<file path="src/rtl/sm_convert_arbiter.sv">
// Two-requester round-robin arbiter around a shared two's-complement -> sign-magnitude converter.
// Optional macro SM_SAT_EN: saturate the most-negative input and flag it on out_ovf.
module sm_convert_arbiter #(
  parameter int unsigned DW = 8
) (
  input  logic          clk,
  input  logic          rst_n,
  input  logic          req0_valid,
  input  logic [DW-1:0] req0_data,
  output logic          req0_ready,
  input  logic          req1_valid,
  input  logic [DW-1:0] req1_data,
  output logic          req1_ready,
  output logic          out_valid,
  input  logic          out_ready,
  output logic          out_sign,
  output logic [DW-2:0] out_mag,
  output logic          out_id,
  output logic          out_ovf
);

  localparam int unsigned MAG_W = DW - 1;

  typedef enum logic [1:0] {
    S_IDLE = 2'd0,
    S_CONV = 2'd1,
    S_OUT  = 2'd2
  } state_t;

  state_t           r_state;
  state_t           w_next;
  logic [DW-1:0]    r_in;
  logic             r_last_id;
  logic             r_out_valid;
  logic             r_out_sign;
  logic [MAG_W-1:0] r_out_mag;
  logic             r_out_id;

  logic             w_gnt_valid;
  logic             w_gnt_id;
  logic [DW-1:0]    w_gnt_data;
  logic             w_req0_ready;
  logic             w_req1_ready;
  logic             w_take_in;
  logic             w_load_out;
  logic             w_drop_out;

  logic             w_sign;
  logic [MAG_W-1:0] w_mag_neg;
  logic [MAG_W-1:0] w_mag_raw;
  logic [MAG_W-1:0] w_mag;

  // Round robin: a lone requester always wins; on contention the one not served last wins.
  always_comb begin
    w_gnt_valid = req0_valid | req1_valid;
    w_gnt_id    = (req0_valid & req1_valid) ? ~r_last_id : req1_valid;
    w_gnt_data  = w_gnt_id ? req1_data : req0_data;
  end

  always_ff @(posedge clk or negedge rst_n) begin
    if (!rst_n) begin
      r_state <= S_IDLE;
    end else begin
      r_state <= w_next;
    end
  end

  always_comb begin
    w_next       = r_state;
    w_req0_ready = 1'b0;
    w_req1_ready = 1'b0;
    w_take_in    = 1'b0;
    w_load_out   = 1'b0;
    w_drop_out   = 1'b0;
    case (r_state)
      S_IDLE: begin
        if (w_gnt_valid) begin
          w_req0_ready = ~w_gnt_id;
          w_req1_ready = w_gnt_id;
          w_take_in    = 1'b1;
          w_next       = S_CONV;
        end
      end
      S_CONV: begin
        w_load_out = 1'b1;
        w_next     = S_OUT;
      end
      S_OUT: begin
        if (out_ready) begin
          w_drop_out = 1'b1;
          w_next     = S_IDLE;
        end
      end
      default: begin
        w_next = S_IDLE;
      end
    endcase
  end

  assign req0_ready = w_req0_ready;
  assign req1_ready = w_req1_ready;

  // Negation only needs the low DW-1 bits: the carry into the sign position is discarded anyway.
  always_comb begin
    w_sign    = r_in[DW-1];
    w_mag_neg = ~r_in[MAG_W-1:0] + MAG_W'(1);
    w_mag_raw = w_sign ? w_mag_neg : r_in[MAG_W-1:0];
  end

`ifdef SM_SAT_EN
  localparam logic [DW-1:0] MOST_NEG = {1'b1, {MAG_W{1'b0}}};

  logic w_is_min;
  logic r_out_ovf;

  always_comb begin
    w_is_min = (r_in == MOST_NEG);
    w_mag    = w_is_min ? {MAG_W{1'b1}} : w_mag_raw;
  end

  always_ff @(posedge clk or negedge rst_n) begin
    if (!rst_n) begin
      r_out_ovf <= 1'b0;
    end else if (w_load_out) begin
      r_out_ovf <= w_is_min;
    end
  end

  assign out_ovf = r_out_ovf;
`else
  always_comb begin
    w_mag = w_mag_raw;
  end

  assign out_ovf = 1'b0;
`endif

  // Input capture; r_last_id doubles as the tag of the word in flight.
  always_ff @(posedge clk or negedge rst_n) begin
    if (!rst_n) begin
      r_in      <= '0;
      r_last_id <= 1'b1;
    end else if (w_take_in) begin
      r_in      <= w_gnt_data;
      r_last_id <= w_gnt_id;
    end
  end

  // Result registers hold steady through backpressure until the consumer takes them.
  always_ff @(posedge clk or negedge rst_n) begin
    if (!rst_n) begin
      r_out_valid <= 1'b0;
      r_out_sign  <= 1'b0;
      r_out_mag   <= '0;
      r_out_id    <= 1'b0;
    end else if (w_load_out) begin
      r_out_valid <= 1'b1;
      r_out_sign  <= w_sign;
      r_out_mag   <= w_mag;
      r_out_id    <= r_last_id;
    end else if (w_drop_out) begin
      r_out_valid <= 1'b0;
    end
  end

  assign out_valid = r_out_valid;
  assign out_sign  = r_out_sign;
  assign out_mag   = r_out_mag;
  assign out_id    = r_out_id;

endmodule

</file>
<file path="config.mk">
export PLATFORM = sky130hd
export DESIGN_NAME = sm_convert_arbiter
export DESIGN_NICKNAME = d
export VERILOG_FILES = /design/src/rtl/sm_convert_arbiter.sv
export SDC_FILE = /design/constraint.sdc
export NUM_CORES = 1
export LEC_CHECK = 0
export CORE_MARGIN = 1
export CORE_UTILIZATION = 30
export DETAILED_ROUTE_END_ITERATION = 10
export SLEW_MARGIN = 20
export SYNTH_ARGS = -nofsm -noshare
export SYNTH_HDL_FRONTEND = slang
export SYNTH_SLANG_ARGS = --single-unit
</file>
<file path="constraint.sdc">
create_clock -name clk -period 1.45 [get_ports clk]
set_clock_uncertainty 0.2 [all_clocks]
set_input_delay 0.29 -clock clk [delete_from_list [all_inputs] [get_ports clk]]
set_output_delay 0.29 -clock clk [all_outputs]
set_load 0.02 [all_outputs]
</file>
; ---- After elaboration in Yosys (flattened, before gate mapping)
; Cells that the tools add are included.
[classes]
add_sub_neg = 1
n_eq_ne = 4
mux = 17
bitwise = 5
n_reduce_logical = 3
[ops]
columns = op, n
row1 = $mux W1, 12
row2 = $mux W8, 1
row3 = $add A7 B1 Y7 const B, 1
row4 = $mux W7, 1
row5 = $not A7 Y7, 1
row6 = $pmux W2 S3, 1
row7 = $mux W2, 2
row8 = $ne A2 B2 Y1 const B, 2
row9 = $eq A2 B1 Y1 const B, 1
row10 = $eq A2 B2 Y1 const B, 1
row11 = $logic_not A2 Y1, 1
row12 = $not A1 Y1, 2
row13 = $reduce_and A2 Y1, 1
row14 = $reduce_bool A2 Y1, 1
row15 = $and A1 B1 Y1, 1
row16 = $or A1 B1 Y1, 1
[totals]
ff_bits = 21
input_bits = 21
output_inout_bits = 13
elab_cells = 37

; ---- Longest topological paths before layout
; Gate-level depths: netlist of run 1.
[depth]
word_depth = 5
depth_mapped = 6
ltp_nobuf = 6

; ---- Worst setup path before layout of run 1
; Ideal clock, no wire load.
[synth_timing]
path_kind = register -> output
from = register r_state[1]
to = output port req0_ready
arrival_ns = 1.176
required_time_ns = 0.960
setup_slack_ns = -0.216
path_stages_with_launch = 5
path_buffers = 1
path_cell_list = dfrtp_1 nor2_2 o21a_1 buf_2 nor2b_1
[synth_between]
elab_chain_len = 2
[synth_rtl]
columns = element, line
row1 = "start, declared", 30  ; state_t r_state;
row2 = "start signal, assigned", 64  ; r_state <= w_next;
row3 = $logic_not A2 Y1, 75  ; case (r_state)
row4 = $mux W1, 75
row5 = "end, declared", 10  ; output logic req0_ready,
; Every way passes these cells.

; ---- Worst setup path in the final report of run 1
[layout_timing]
from = register r_last_id
to = output port req0_ready
[layout_between]
elab_chain_len = 5
[layout_rtl]
columns = element, line
row1 = "start, declared", 33  ; logic r_last_id;
row2 = "start signal, assigned", 145  ; r_last_id <= w_gnt_id;
row3 = $not A1 Y1, 56  ; w_gnt_id = (req0_valid & req1_valid) ? ~r_last_id : req1_valid;
row4 = $mux W1, 56
row5 = $not A1 Y1, 78  ; w_req0_ready = ~w_gnt_id;
row6 = $mux W1, 77  ; if (w_gnt_valid) begin
row7 = $mux W1, 75
; Every way passes these cells.

==> results.md, run 1 <==
* Status: finished with violations
* Failing checks: negative setup slack
* Ys flop type: dfrtp_1
* Cell count after synthesis at 100
* CP max FO at 3
* CTS Buf Count at 3
* EDFF count, synth at 0
* Final HPWL DP at 1.605 mm
* Row count at 20
* Hold Vio Cnt, Final at 0
* Synth Register Bits at 21
* FMAX at 565.8 MHz
* Met2 Use GR at 23.23%
* Clk_lat worst skew at 0.29 ns
* Routing usage on met3 at 1.919%
* Worst Hold Launch: req0_valid
* Worst reg2reg path endpoint: out_mag[5]$_DFFE_PN0P_
* CTS tree: yes
* Vias in the first global route at 840
* Most frequent cell after synthesis: dfrtp_1
* Post-Route Utilization at 50.60%
* DR WL/cell at 10.79 µm
* Synth top area share at 48.72%
* Layout cells sized above 1 at 36.42%
* PnR worst setup slack at -0.3175 ns
* Effective utilization at floorplan at 32.58%
* Die ar. at 3662 µm²
* Synth async-reset ratio at 100.0%
* Setup tns final at -0.9710 ns
* Register Area at 528.0 µm²
* Setup crit end kind: output pin
* Die Ht at 60.52 µm
* Clk slew on worst S/H paths at 0.11 ns
* P per Cell Area at 2074 nW/µm²
* Fin. max-slew vios at 0
* ANT cells at 0
* Period minus WS final at 1.767 ns
* Hold path depth at 2
* Residual DRC at 0
* Worst slack, placed at -0.8350 ns
* Initial antenna violation count at 0
* FF-to-FF path depth at 5
* Busiest grt layer: met2
* Routability congestion estimate at 0.7176
* Register area share after synthesis at 51.28%
* Chip Width at 60.52 µm
* Hold/Removal Path Class: in2reg
* Worst path arrival time at 1.28 ns
* Remaining Overflow, GRT at 0
* First-pass GRT wire length at 3.574 mm
* Number of DRC markers in iteration 0 at 25
* Fillers at 330
* Total Wirelength at 2.105 mm
* Nets@finish at 174
* Placed cell area at 1484 µm²
* VDD IR-drop max at 0.9182 mV
* Port Buffers at 32
* Max Cap Viol at 0
* Final setup violation count at 8
* Clk sinks at 21
* CP Launch Type: register
* Crit path kind: reg2out
* Cell taking the most area after synthesis: dfrtp_1
* DR vias at 853
* RSZ-0062 raised after global routing: true
* Layout area overhead at 55.30%
* Clock tree buffer depth at 2
* Met1 GRT Util at 16.35%
* All-Layer GR Usage at 13.59%
* Final critical-path share of the clock period at 121.9%
* P_leak at 0.7410 nW
* DRT antenna net count at 0
* Largest net degree at the start of global routing at 18
* Reg-to-Reg Start: r_in[0]$_DFFE_PN0P_
* Synth top area cells: dfrtp_1, mux2i_1, a21oi_1, nand2_1, nor2_1
* Distinct cells, synth at 27
* Hold Crit Endpoint: r_last_id$_DFFE_PN1P_
* Syn. warnings at 0
* H-tree lvl count at 1
* Vias/cell at 4.374
* R2r setup slk at -0.22 ns
* Synthesized Nets at 122
* CORE AREA at 3153 µm²
* Pre-Repair DR Iteration Count at 4
* Leading cell types by count after synthesis: dfrtp_1, a21oi_1, nand2_1, nor2_1, mux2i_1
* Post-Syn Area at 1027 µm²
* Post-route cell area at 1595 µm²
* Root Driver: clkbuf_4
* Area of the multi-input gates at 524.3 µm²
* Average cell area after synthesis at 10.27 µm²
* Crit path required time at 0.96 ns
* Num ports at 34
==> cell families (layout without fill, tap and decap cells) <==
group,after synthesis,in the layout,synth area share [%]
muxes,11,11,10.96
other,1,1,0.3651
DFF,21,21,51.28
and+or+nand+nor,27,27,12.06
AOI/OAI and AO/OA,24,24,14.25
adders and majority gates,1,1,1.218
buffers and inverters,10,61,5.602
xor gates and xnor gates,5,5,4.263
==> critical path, cell delays in order, from the launching register on <==
cell	delay, ns
dfstp_2	0.56
a21boi_2	0.07
buf_4	0.15
nor2b_4	0.10
buf_6	0.11
==> layout make-up <==
cell class	instances	area share [%]
repair buffers	54	28.24
well taps	44	3.451
flip-flops and latches	21	33.10
clock buffers	4	1.647
inverters	3	0.7059
multi-input cells	69	32.86
==> metal layers <==
metal	routed length, µm	part of all wire, %
met5	0	0
met4	27	1.3
met3	80	3.8
met2	1081	51
met1	915	43
==> power breakdown <==
group	switching, mW	internal [mW]	total (mW)
combinational	0.918	0.963	1.88
sequential	0.266	0.891	1.16
clock	0.163	0.107	0.270
==> layout by cell type, fill, tap and decap left out, types with 2 or more instances in the layout <==
cell type        instances
nand2_1                  9
buf_4                   19
nor2_1                  10
buf_6                    5
inv_2                    2
xor2_1                   3
dfrtp_1                 19
o21ai_0                  2
a21oi_1                 10
mux2_2                   2
nand2b_4                 2
mux2i_1                  9
o21ai_1                  6
clkbuf_4                 3
clkdlybuf4s50_1         18
buf_2                   10
==> how the worst max path moves through the flow <==
| stage | from | endpoint | slack (ns) |
|---|---|---|---|
| floorplan | r_state[1]$_DFFE_PN0P_ | req0_ready | -0.04 |
| global placement | req1_valid | req1_ready | -0.79 |
| detailed placement | req1_valid | req1_ready | -0.84 |
| CTS | r_state[0]$_DFFE_PN0P_ | req0_ready | -0.34 |
| global route | r_state[0]$_DFFE_PN0P_ | req0_ready | -0.39 |
| finish | r_last_id$_DFFE_PN1P_ | req0_ready | -0.32 |
==> what timing repair did <==
item	in CTS	in global routing
hold buffers	0	0
setup endpoints to repair	24	22
pin swaps	8	13
gates resized for setup	60	15
setup buffers	7	1
==> flip-flops by register name, summed over array words and instances, names as in the netlist <==
register	count
out_sign	1
out_id	1
out_valid	1
r_in	8
r_state	2
r_last_id	1
out_mag	7
==> metrics by stage <==
step / power [mW] / hold WS (ns) / instances
2_1_floorplan: 2.137 / -0.2056 / 100
3_3_place_gp: 2.769 / 0.2631 / 184
3_5_place_dp: 2.837 / 0.2769 / 184
4_1_cts: 3.300 / 0.1158 / 195
5_1_grt: 3.580 / 0.04213 / 195
6_report: 3.308 / 0.03692 / 195
No activity file was read; power rests on OpenSTA's default activity.
==> inputs of run 2 (changes only) <==
--- a/config.mk
+++ b/config.mk
@@ -5,9 +5,12 @@
 export SDC_FILE = /design/constraint.sdc
 export NUM_CORES = 1
 export LEC_CHECK = 0
+export CELL_PAD_IN_SITES_DETAIL_PLACEMENT = 1
+export CELL_PAD_IN_SITES_GLOBAL_PLACEMENT = 1
 export CORE_MARGIN = 1
 export CORE_UTILIZATION = 30
 export DETAILED_ROUTE_END_ITERATION = 10
+export PLACE_DENSITY_LB_ADDON = 0.1
 export SLEW_MARGIN = 20
 export SYNTH_ARGS = -nofsm -noshare
 export SYNTH_HDL_FRONTEND = slang
==> results.md, run 2 (synthesis results as in run 1) <==
* Status: finished with violations (unchanged)
* Failing checks: negative setup slack (unchanged)
* Effective utilization at floorplan at 32.58% (unchanged)
* Initial antenna violation count at 0 (unchanged)
* Crit path kind: reg2out (unchanged)
* CP Launch Type: register (unchanged)
* Hold Vio Cnt, Final at 0 (unchanged)
* Clk slew on worst S/H paths at 0.12 ns (was 0.11 ns)
* Port Buffers at 32 (unchanged)
* Max Cap Viol at 0 (unchanged)
* Crit path required time at 0.96 ns (about the same)
* Max reg flops at 8 (unchanged)
* Period minus WS final at 1.768 ns (was 1.767 ns)
* Residual DRC at 0 (unchanged)
* CTS Buf Count at 3 (unchanged)
* Chip Width at 60.52 µm (unchanged)
* Cts hold-fix bufs at 0 (unchanged)
* PnR worst setup slack at -0.3178 ns (was -0.3175 ns)
* CORE AREA at 3153 µm² (unchanged)
* VDD IR-drop max at 0.9756 mV (was 0.9182 mV)
* Final hold slack at 0.1024 ns (was 0.03692 ns)
* First-pass GRT wire length at 4.222 mm (was 3.574 mm)
* P_leak at 0.7679 nW (was 0.7410 nW)
* Final setup violation count at 16 (was 8)
* Clk sinks at 21 (unchanged)
* Row count at 20 (unchanged)
* Worst path arrival time at 1.28 ns (about the same)
* FF-to-FF path depth at 4 (was 5)
* DR WL/cell at 12.71 µm (was 10.79 µm)
* Commonest cells after routing, fill and taps aside: buf_4, dfrtp_1, clkdlybuf4s50_1 (was dfrtp_1, buf_4, clkdlybuf4s50_1)
* Die ar. at 3662 µm² (unchanged)
* Final HPWL DP at 1.818 mm (was 1.605 mm)
* Clk_lat worst skew at 0.31 ns (was 0.29 ns)
* Layout cells sized above 1 at 40.00% (was 36.42%)
* Pre-Repair DR Iteration Count at 2 (was 4)
* Largest Register: r_in (unchanged)
* R2r setup slk at -0.12 ns (was -0.22 ns)
* Root Driver: clkbuf_4 (unchanged)
* Vias in the first global route at 961 (was 840)
* Hold/Removal Path Class: in2async (was in2reg)
* Total Wirelength at 2.529 mm (was 2.105 mm)
* Final critical-path share of the clock period at 121.9% (about the same)
* Most common cell after layout, fill and taps aside: buf_4
* Routability congestion estimate at 0.7222 (was 0.7176)
* DR vias at 891 (was 853)
* Nets@finish at 178 (was 174)
* Fin. max-slew vios at 0 (unchanged)
* Setup tns final at -1.821 ns (was -0.9710 ns)
* H-tree lvl count at 1 (unchanged)
* Post-route cell area at 1644 µm² (was 1595 µm²)
* CP max FO at 3 (unchanged)
* Number of DRC markers in iteration 0 at 17 (was 25)
* RSZ-0062 raised after global routing: true (unchanged)
* Largest net degree at the start of global routing at 22 (was 18)
* FMAX at 565.7 MHz (was 565.8 MHz)
* Remaining Overflow, GRT at 0 (unchanged)
* P per Cell Area at 2139 nW/µm² (was 2074 nW/µm²)
* ANT cells at 0 (unchanged)
* Vias/cell at 4.477 (was 4.374)
* DRT antenna net count at 0 (unchanged)
* Num ports at 34 (unchanged)
* Layout area overhead at 60.05% (was 55.30%)
* Die Ht at 60.52 µm (unchanged)
* CTS tree: yes (unchanged)
* Clock tree buffer depth at 2 (unchanged)
* Placed cell area at 1504 µm² (was 1484 µm²)
* Setup crit end kind: output pin (unchanged)
* All-Layer GR Usage at 15.87% (was 13.59%)
==> run 2: worst max-delay path, stage by stage, from the launching register on <==
cell and delay, ns:
dfstp_2 0.56, a21boi_2 0.06, buf_4 0.14, nor2b_4 0.10, buf_6 0.11
==> run 2: what timing repair did <==
| action | CTS | global route |
|---|---|---|
| pin swaps | 3 | 6 |
| setup endpoints to repair | 23 | 20 |
| setup buffers | 8 | 2 |
| gates resized for setup | 62 | 18 |
| gates cloned | 0 | 1 |
==> run 2: through the flow <==
| step | power, mW | util, % | cells | worst slack (ns) |
|---|---|---|---|---|
| after floorplan | 2.137 | - | 100 | -0.03596 |
| after global placement | 2.827 | 47.70 | 185 | -0.8032 |
| after detailed placement | 2.896 | 47.70 | 185 | -0.8276 |
| after CTS | 3.349 | 50.67 | 196 | -0.3330 |
| after global routing | 3.803 | 52.14 | 199 | -0.3822 |
| final | 3.517 | 52.14 | 199 | -0.3178 |
==> run 2: power breakdown <==
part / internal, mW / total, mW / switching [mW]
clock network: 0.108 / 0.288 / 0.180
registers: 0.888 / 1.16 / 0.268
logic: 1.09 / 2.07 / 0.986
==> run 2: path summary, 6_finish.rpt <==
kind	to	startpoint
max reg2reg	out_mag[5]$_DFFE_PN0P_	r_in[1]$_DFFE_PN0P_
min in group clk	r_last_id$_DFFE_PN1P_	req1_valid
min	out_sign$_DFFE_PN0P_	rst_n
max	req0_ready	r_last_id$_DFFE_PN1P_
min reg2reg	out_mag[6]$_DFFE_PN0P_	out_mag[6]$_DFFE_PN0P_
max in group asynchronous	r_last_id$_DFFE_PN1P_	rst_n
==> run 2: area by class of cell <==
class,count,area [µm²]
repair buffers,58,490.5
flip-flops and latches,21,526.8
fillers,381,1509
inverters,3,11.26
well taps,44,55.05
multi-input cells,69,534.3
clock buffers,4,26.28
==> run 2: per-layer routing <==
layer  GRT usage, %  vias up  share of wire, %
met3          2.559        5               3.8
met4          7.792        0               1.8
met5              0        -                 0
met1          17.94      420                41
li1               -      443                 -
met2          28.89       23                54
==> inputs of run 3 (changes only) <==
--- a/config.mk
+++ b/config.mk
@@ -9,6 +9,7 @@
 export CELL_PAD_IN_SITES_GLOBAL_PLACEMENT = 1
 export CORE_MARGIN = 1
 export CORE_UTILIZATION = 30
+export CTS_CLUSTER_DIAMETER = 40
 export DETAILED_ROUTE_END_ITERATION = 10
 export PLACE_DENSITY_LB_ADDON = 0.1
 export SLEW_MARGIN = 20
==> results of run 3 <==
Same layout as run 2: the final DEF is identical, and so are final timing and power.
